[src/rtl/up3_seq.sv]
// up3_seq: fetch/execute sequencer for the 8-bit teaching processor.
// Every instruction is two bytes (opcode, operand) and takes three run-cycles:
// S_F1 fetches the opcode, S_F2 fetches the operand, S_EX executes it.
// Memory reads are combinational; the address mux downstream picks pc while
// FETCH=1 and addr_value (the operand register) while FETCH=0.
module up3_seq #(
  parameter logic [7:0] RESET_PC = 8'h00
) (
  input  logic       clk,
  input  logic       reset,
  input  logic       run,
  input  logic [7:0] mem_rdata,
  output logic [7:0] pc,
  output logic [7:0] addr_value,
  output logic       FETCH,
  output logic       mem_we,
  output logic [7:0] mem_wdata,
  output logic [7:0] acc,
  output logic       carry,
  output logic       halted
);

  typedef enum logic [1:0] {
    S_F1   = 2'd0,
    S_F2   = 2'd1,
    S_EX   = 2'd2,
    S_HALT = 2'd3
  } state_t;

  localparam logic [3:0] OP_NOP = 4'h0;
  localparam logic [3:0] OP_LDA = 4'h1;
  localparam logic [3:0] OP_STA = 4'h2;
  localparam logic [3:0] OP_ADD = 4'h3;
  localparam logic [3:0] OP_LDI = 4'h4;
  localparam logic [3:0] OP_JMP = 4'h5;
  localparam logic [3:0] OP_JZ  = 4'h6;
  localparam logic [3:0] OP_HLT = 4'hF;

  state_t     state;
  logic [7:0] pc_q;
  // Only the opcode nibble of the instruction byte is ever decoded, so the
  // low nibble is not stored at all.
  logic [3:0] ir_op;
  logic [7:0] opr_q;
  logic [7:0] acc_q;
  logic       carry_q;
  logic [8:0] add_sum;

  // 9-bit sum for ADD: bit 8 becomes the carry, ACC wraps mod 256.
  assign add_sum = {1'b0, acc_q} + {1'b0, mem_rdata};

  // Sequencer state and datapath registers; everything holds while run=0.
  always_ff @(posedge clk) begin
    // NOTE: non-blocking assignments so every register in this block sees
    // the pre-edge values of the others (e.g. ADD reads the old ACC).
    if (reset) begin
      state   <= S_F1;
      pc_q    <= RESET_PC;
      ir_op   <= OP_NOP;
      opr_q   <= 8'h00;
      acc_q   <= 8'h00;
      carry_q <= 1'b0;
    end else if (run) begin
      case (state)
        S_F1: begin
          ir_op <= mem_rdata[7:4];
          pc_q  <= pc_q + 8'd1;
          state <= S_F2;
        end
        S_F2: begin
          opr_q <= mem_rdata;
          pc_q  <= pc_q + 8'd1;
          state <= S_EX;
        end
        S_EX: begin
          state <= S_F1;
          case (ir_op)
            OP_LDA: acc_q <= mem_rdata;
            OP_ADD: {carry_q, acc_q} <= add_sum;
            OP_LDI: acc_q <= opr_q;
            OP_JMP: pc_q <= opr_q;
            OP_JZ: begin
              if (acc_q == 8'h00) pc_q <= opr_q;
            end
            OP_HLT: state <= S_HALT;
            // STA has no register effect; its strobe is decoded below.
            OP_STA, OP_NOP: ;
            default: ;
          endcase
        end
        S_HALT: state <= S_HALT;
        default: state <= S_F1;
      endcase
    end
  end

  // Moore decode of the mux select and halt flag from state alone.
  always_comb begin
    FETCH  = (state == S_F1) || (state == S_F2);
    halted = (state == S_HALT);
  end

  // Write strobe: only in S_EX of a STA, only on a real step, never while
  // reset is abandoning the instruction.
  always_comb begin
    // NOTE: a single unconditional assignment keeps this purely
    // combinational; no path leaves mem_we unassigned, so no latch.
    mem_we = run && !reset && (state == S_EX) && (ir_op == OP_STA);
  end

  assign pc         = pc_q;
  assign addr_value = opr_q;
  assign mem_wdata  = acc_q;
  assign acc        = acc_q;
  assign carry      = carry_q;

endmodule

[config.mk]
export PLATFORM = sky130hd
export DESIGN_NAME = up3_seq
export DESIGN_NICKNAME = d
export VERILOG_FILES = /design/src/rtl/up3_seq.sv
export SDC_FILE = /design/constraint.sdc
export NUM_CORES = 1
export LEC_CHECK = 0
export CAP_MARGIN = 10
export CORE_UTILIZATION = 54
export CTS_CLUSTER_DIAMETER = 40
export DETAILED_ROUTE_END_ITERATION = 8
export GPL_TIMING_DRIVEN = 0
export PLACE_DENSITY = 0.85
export SETUP_SLACK_MARGIN = 0.2
export SLEW_MARGIN = 20
export SYNTH_ARGS = -nofsm -noshare
export SYNTH_HDL_FRONTEND = slang
export SYNTH_SLANG_ARGS = --single-unit
[constraint.sdc]
create_clock -name clk -period 3.2 [get_ports clk]
set_input_delay 0.48 -clock clk [delete_from_list [all_inputs] [get_ports clk]]
set_output_delay 0.48 -clock clk [all_outputs]
set_load 0.01 [all_outputs]
==> results of run 1 <==
## state kept, by name, indices dropped and copies added, names as in the netlist
signal and cells:
acc 8, pc 8, ir_op 4, carry 1
state 2, addr_value 8
## worst paths after layout
check                start  cells after the start     end  slack [ns]
setup / recovery  state[1]                      5  mem_we        0.57
setup reg to reg    acc[0]                      8   carry        0.89
hold / removal       reset                      2   pc[1]        0.44
hold reg to reg      carry                      2   carry        0.47
## where the power goes
group	leakage, nW	switching, mW	internal [mW]
Sequential	0.252	0.0173	0.400
Clock	0.0422	0.148	0.152
Combinational	0.675	0.0976	0.0754
## cells by family (layout without fill, tap and decap cells)
group           Yosys count  count (layout)  share of synthesized area
buf+inv                  26              78                     0.0838
fa+ha+maj                10              10                     0.0644
simple gates             97              97                      0.233
flops                    31              31                      0.301
xor+xnor                  6               6                     0.0255
compound gates           92              92                      0.292
## per-stage QoR
step / std cells / hold WS (ns) / power, mW
floorplan: 262 / 0.488 / 0.532
global route: 362 / 0.440 / 0.930
global placement: 354 / 0.464 / 0.592
CTS: 362 / 0.435 / 0.887
finish: 362 / 0.435 / 0.891
detailed placement: 354 / 0.460 / 0.595
## per-layer routing
| layer | share of wire | up-vias |
|---|---|---|
| li1 | - | 1056 |
| met1 | 0.45 | 981 |
| met2 | 0.45 | 109 |
| met3 | 0.073 | 17 |
| met4 | 0.026 | 0 |
| met5 | 0 | - |
## cells in the final DEF (no fill, tap or decap), types with 7 or more instances in the layout
master            n
nor2_1           16
dfxtp_1          31
clkdlybuf4s50_1  44
o21ai_1           8
o21ai_0          11
nand3_1           8
ha_1              9
a21oi_1          35
nand2_1          47
buf_4             8
clkbuf_8          7
a211oi_1          7
## final cells by class
type                            instances  area [um^2]  area share
Timing Repair Buffer                   44          440       0.167
Clock inverter                          1         5.00     0.00189
Buffer                                 19          146      0.0554
Clock buffer                            7         76.3      0.0289
Tap cell                               48         60.1      0.0227
Inverter                                7         26.3     0.00995
Sequential cell                        31          621       0.235
Multi-Input combinational cell        205         1270       0.479
==> metrics.txt, run 1 <==
post-synth cell types 54; cell taking the most area after synthesis dfxtp_1; GPL Wtd Cong ~0.86; # fillers between 200 and 300; antenna viol nets, final 0; Commonest cells post-synth nand2_1 (47), a21oi_1 (35), dfxtp_1 (31); area grow syn2layout 28.3%; grt peak-use layer met2; die width around 64 um; Yosys reg bits 31; GR Overflow Total 0; DRT Pass-1 Iters 4; CTS resizes 0; nets@finish ~330; WL/cell around 15 um; largest net degree at the start of global routing 11; syn_nets roughly 280; VDD IR-drop max ~330 uV; number of synthesized flops with an enable pin 0; DRC violations left 0; routed via count ~2,200; Antenna diodes 0; Worst-Skew Late Latency 0.29 ns; maxcap violations 0; Port Buf Inserts 44; worst setup margin 0.567 ns; warnings from Yosys 0; crit-path max FO 10; Req. time, crit path ~2.7 ns; Setup crit end kind output pin; Most used DFF post-synth dfxtp_1; Fin. Hold Viols 0; M2 GR Usage 0.451; main area contributors after synthesis dfxtp_1 (30%), nand2_1 (8.6%), a21oi_1 (8.5%), ha_1 (5.5%), buf_4 (2.9%); # H-tree levels 2; Bufs and invs on worst path 2; worst path cell trace and2b_4 -> buf_2 -> nand3_1 -> nor3b_1 -> clkdlybuf4s50_1; GR Util met1 0.391; # rows 22; Max Clk Rate between 300 and 400 MHz; setup bufs post-CTS 0; CTS tree yes; Worst-path clk slew ~0.060 ns; Slew @ Worst Pin approximately 0.67 ns; met3 usage 0.0786; hpwl dp a little over 4000 um; clock buffer depth 2; worst slack, placed 0.405 ns; final wirelength 5530 um; WS Path Type reg2out; Avg Cell Area, Syn between 7 and 8 um^2; I/O pin count 47; leakage power ~0.97 nW; post-synth top area share 0.301; initial antenna violation count 0; share of layout cells above drive strength 1 0.115; CTS Root Cell clkbuf_8; Final setup viols 0; HP Class in2reg; vias per std cell between 5 and 6; Power per Cell Area approximately 340 nW/um^2; Slew headroom 0.554; Initial Util 0.563; Initial DRC Count between 150 and 200; Post-Syn Instances approximately 260; die area between 4000 and 5000 um^2; Synth Cell Area 2060 um^2; Worst setup SP type flip-flop; Final Max Slew Viols 0; design area approximately 2600 um^2; CP max stage delay slightly below 0.6 ns; global-route wire length before repair about 9100 um; placed instance area 2560 um^2; critical path's slowest cell clkdlybuf4s50_1; Arr. time, crit path between 2 and 2.5 ns; CTS Sinks 31; count leader, synth nand2_1; status finished, final reports clean; Crit path max-delay family buffers and inverters; global-route usage over all layers 0.295; Hold Buf Count CTS 0; Layout Skew 0.00649 ns; RSZ-0062 raised after global routing false; vias in the first global route between 1,500 and 2,000; Total Neg Setup Slack 0 ns; fin crit share 0.823; Die Y 63.8 um; CTS Buf Count 5; sequential area share after synthesis 0.301; post-layout util 0.721; FFs w/ async S/R, synth 0; min Tclk post-route 2.63 ns; Core Region 3660 um^2
Power figures use the tool's default switching activity.
==> inputs of run 2 (changes only) <==
--- a/config.mk
+++ b/config.mk
@@ -6,11 +6,11 @@
 export NUM_CORES = 1
 export LEC_CHECK = 0
 export CAP_MARGIN = 10
-export CORE_UTILIZATION = 54
+export CORE_UTILIZATION = 50
 export CTS_CLUSTER_DIAMETER = 40
 export DETAILED_ROUTE_END_ITERATION = 8
 export GPL_TIMING_DRIVEN = 0
-export PLACE_DENSITY = 0.85
+export PLACE_DENSITY = 0.8
 export SETUP_SLACK_MARGIN = 0.2
 export SLEW_MARGIN = 20
 export SYNTH_ARGS = -nofsm -noshare
==> constraint.sdc (replaced) <==
create_clock -name clk -period 2.7 [get_ports clk]
set_input_delay 0.405 -clock clk [delete_from_list [all_inputs] [get_ports clk]]
set_output_delay 0.405 -clock clk [all_outputs]
set_load 0.01 [all_outputs]
==> run 2 against run 1 <==
Compared with the run above:
- critical path depth up 4
- sequential share of layout area down 0.12 points
- worst setup slack worse by 0.17 ns
==> metrics.txt, run 2 (synthesis results as in run 1) <==
status finished, final reports clean (unchanged); Total Neg Setup Slack 0 ns (unchanged); Crit path max-delay family compound AO/OA/AOI/OAI gates (was buffers and inverters); Bufs and invs on worst path 2 (unchanged); final total power 1.07 mW (was 0.891 mW); CTS Buf Count 5 (unchanged); Layout Skew 0.00475 ns (was 0.00649 ns); commonest cells after routing, fill and taps aside nand2_1 (47), clkdlybuf4s50_1 (43), a21oi_1 (34) (was nand2_1 (47), clkdlybuf4s50_1 (44), a21oi_1 (35)); antenna viol nets, final 0 (unchanged); Worst-Skew Late Latency 0.28 ns (was 0.29 ns); largest net degree at the start of global routing 11 (unchanged); area grow syn2layout 29.2% (was 28.3%); Worst Setup EP carry (was mem_we); reg2reg end carry (unchanged); Hold Buf Count CTS 0 (unchanged); Fin. Hold Viols 0 (unchanged); global-route usage over all layers 0.277 (was 0.295); Final setup viols 0 (unchanged); Slew @ Worst Pin 0.702 ns (was 0.666 ns); min Tclk post-route between 2 and 2.5 ns; CTS tree yes (unchanged); global-route wire length before repair 9130 um (was 9120 um); Worst-path clk slew 0.07 ns (was 0.06 ns); placed instance area 2560 um^2 (unchanged); DRC violations left 0 (unchanged); design area 2660 um^2 (was 2640 um^2); initial antenna violation count 0 (unchanged); vias in the first global route 1,904 (unchanged); Final Max Slew Viols 0 (unchanged); leakage power 0.994 nW (was 0.969 nW); DRT Pass-1 Iters 4 (unchanged); switching fraction of total power 0.289 (was 0.296); worst path cell trace clkdlybuf4s50_1 -> ha_1 -> inv_1 -> fa_1 -> nor2b_2 -> o221ai_1 -> a21oi_2 -> a211oi_1 -> o41ai_1 (was and2b_4 -> buf_2 -> nand3_1 -> nor3b_1 -> clkdlybuf4s50_1); number of cells on the critical path 9 (was 5); crit-path max FO 3 (was 10); Antenna diodes 0 (unchanged); CTS resizes 1 (was 0); Clock Power Share 0.348 (was 0.338); Arr. time, crit path 2.49 ns (was 2.15 ns); CP max stage delay 0.52 ns (was 0.59 ns); CTS Root Cell clkbuf_8 (unchanged); nets@finish 334 (unchanged); internal power 0.764 mW (was 0.628 mW); Initial DRC Count 238 (was 170); Req. time, crit path 2.88 ns (was 2.72 ns); R2R Path Start acc[0] (unchanged); WS Path Type in2reg (was reg2out); maxcap violations 0 (unchanged); fin crit share 0.855; I/O pin count 47 (unchanged); GPL Wtd Cong 0.863 (was 0.860); die width 66.2 um (was 63.8 um); HP Class in2reg (unchanged); clock buffer depth 2 (unchanged); Core Region 3800 um^2 (was 3660 um^2); Worst setup SP type input pin (was flip-flop); P_sw 0.310 mW (was 0.263 mW); share of layout cells above drive strength 1 0.128 (was 0.115); Die Y 66.2 um (was 63.8 um); hpwl dp 3950 um (was 4030 um); cell depth of the worst flop-to-flop path 8 (unchanged); Initial Util 0.542 (was 0.563); Setup crit end kind flip-flop (was output pin); RSZ-0062 raised after global routing false (unchanged); die area 4380 um^2 (was 4060 um^2); CTS Sinks 31 (unchanged); Slew headroom 0.531 (was 0.554); vias per std cell 5.74 (was 5.98); r2r setup slk 0.58 ns (was 0.89 ns); placed insts 354 (unchanged); Port Buf Inserts 44 (unchanged); Power per Cell Area 404 nW/um^2 (was 337 nW/um^2); WL/cell 14.9 um (was 15.3 um); final wirelength 5380 um (was 5530 um); Non-Filler Instances 361 (was 362); Comb power frac 0.192 (was 0.194); # rows 22 (unchanged); setup bufs post-CTS 0 (unchanged); Seq pwr share 0.461 (was 0.468); Max Clk Rate around 430 MHz; routed via count 2,073 (was 2,163); critical path launch point mem_rdata[0] (was state[1]); # H-tree levels 2 (unchanged); VDD IR-drop max 324 uV (was 327 uV); commonest non-fill, non-tap cell in the layout nand2_1 (unchanged); critical path's slowest cell clkdlybuf4s50_1 (unchanged); GR Overflow Total 0 (unchanged)
==> run 2: changes by cell type in the layout (fill, tap and decap cells not counted), sizes merged <==
cell,before,now
dlymetal6s2s,0,1
buf,13,12
clkdlybuf4s50,44,43
==> run 2: metal layers <==
metal	up-vias	wire length (um)	track usage
met4	0	68	0.0718
met5	-	0	0
li1	1043	-	-
met2	74	2400	0.427
met3	8	330	0.0586
met1	948	2580	0.388
==> run 2: cell type report <==
| class | count | area (um^2) |
|---|---|---|
| buffer | 19 | 149 |
| clock buffer | 6 | 82.6 |
| clock inverter | 1 | 5.00 |
| fill | 329 | 1140 |
| inverter | 7 | 26.3 |
| multi-input combinational | 205 | 1270 |
| sequential | 31 | 622 |
| tap | 48 | 60.1 |
| timing repair buffer | 44 | 443 |
==> run 2: power by group through the flow <==
stage	logic (mW)	clock network, mW	registers [mW]
global route	0.226	0.403	0.497
CTS	0.203	0.378	0.494
global placement	0.198	0	0.504
finish	0.206	0.373	0.495
floorplan	0.126	0	0.504
detailed placement	0.202	0	0.505
==> run 2: worst register-to-register path: stages, from the launching register on <==
cell and delay, ns:
dfxtp_1 0.43, ha_1 0.20, inv_1 0.05, fa_1 0.41, nor2b_2 0.18, o221ai_1 0.17, a21oi_2 0.20, a211oi_1 0.10
o41ai_1 0.29
==> run 2: how the worst min path moves through the flow <==
stage / from / to / slack (ns) / cells after the start
after floorplan: carry / carry / 0.49 / 2
after global placement: carry / carry / 0.47 / 2
after detailed placement: carry / carry / 0.46 / 2
after CTS: reset / pc[1] / 0.36 / 2
after global routing: reset / pc[1] / 0.37 / 2
final: reset / pc[1] / 0.37 / 2
==> run 2: stage by stage <==
step                 util  hold WS, ns  setup WS (ns)
CTS                 0.697        0.363          0.217
floorplan               -        0.488          0.711
finish              0.700        0.370          0.393
detailed placement  0.674        0.461         0.0254
global route        0.700        0.370          0.269
global placement    0.674        0.465         0.0188
==> inputs of run 3 (changes only) <==
--- a/config.mk
+++ b/config.mk
@@ -7,7 +7,8 @@
 export LEC_CHECK = 0
 export CAP_MARGIN = 10
 export CORE_UTILIZATION = 50
-export CTS_CLUSTER_DIAMETER = 40
+export CTS_CLUSTER_DIAMETER = 50
+export CTS_CLUSTER_SIZE = 24
 export DETAILED_ROUTE_END_ITERATION = 8
 export GPL_TIMING_DRIVEN = 0
 export PLACE_DENSITY = 0.8
==> results of run 3 <==
Same layout as run 2: the final DEF is identical, and so are final timing and power.
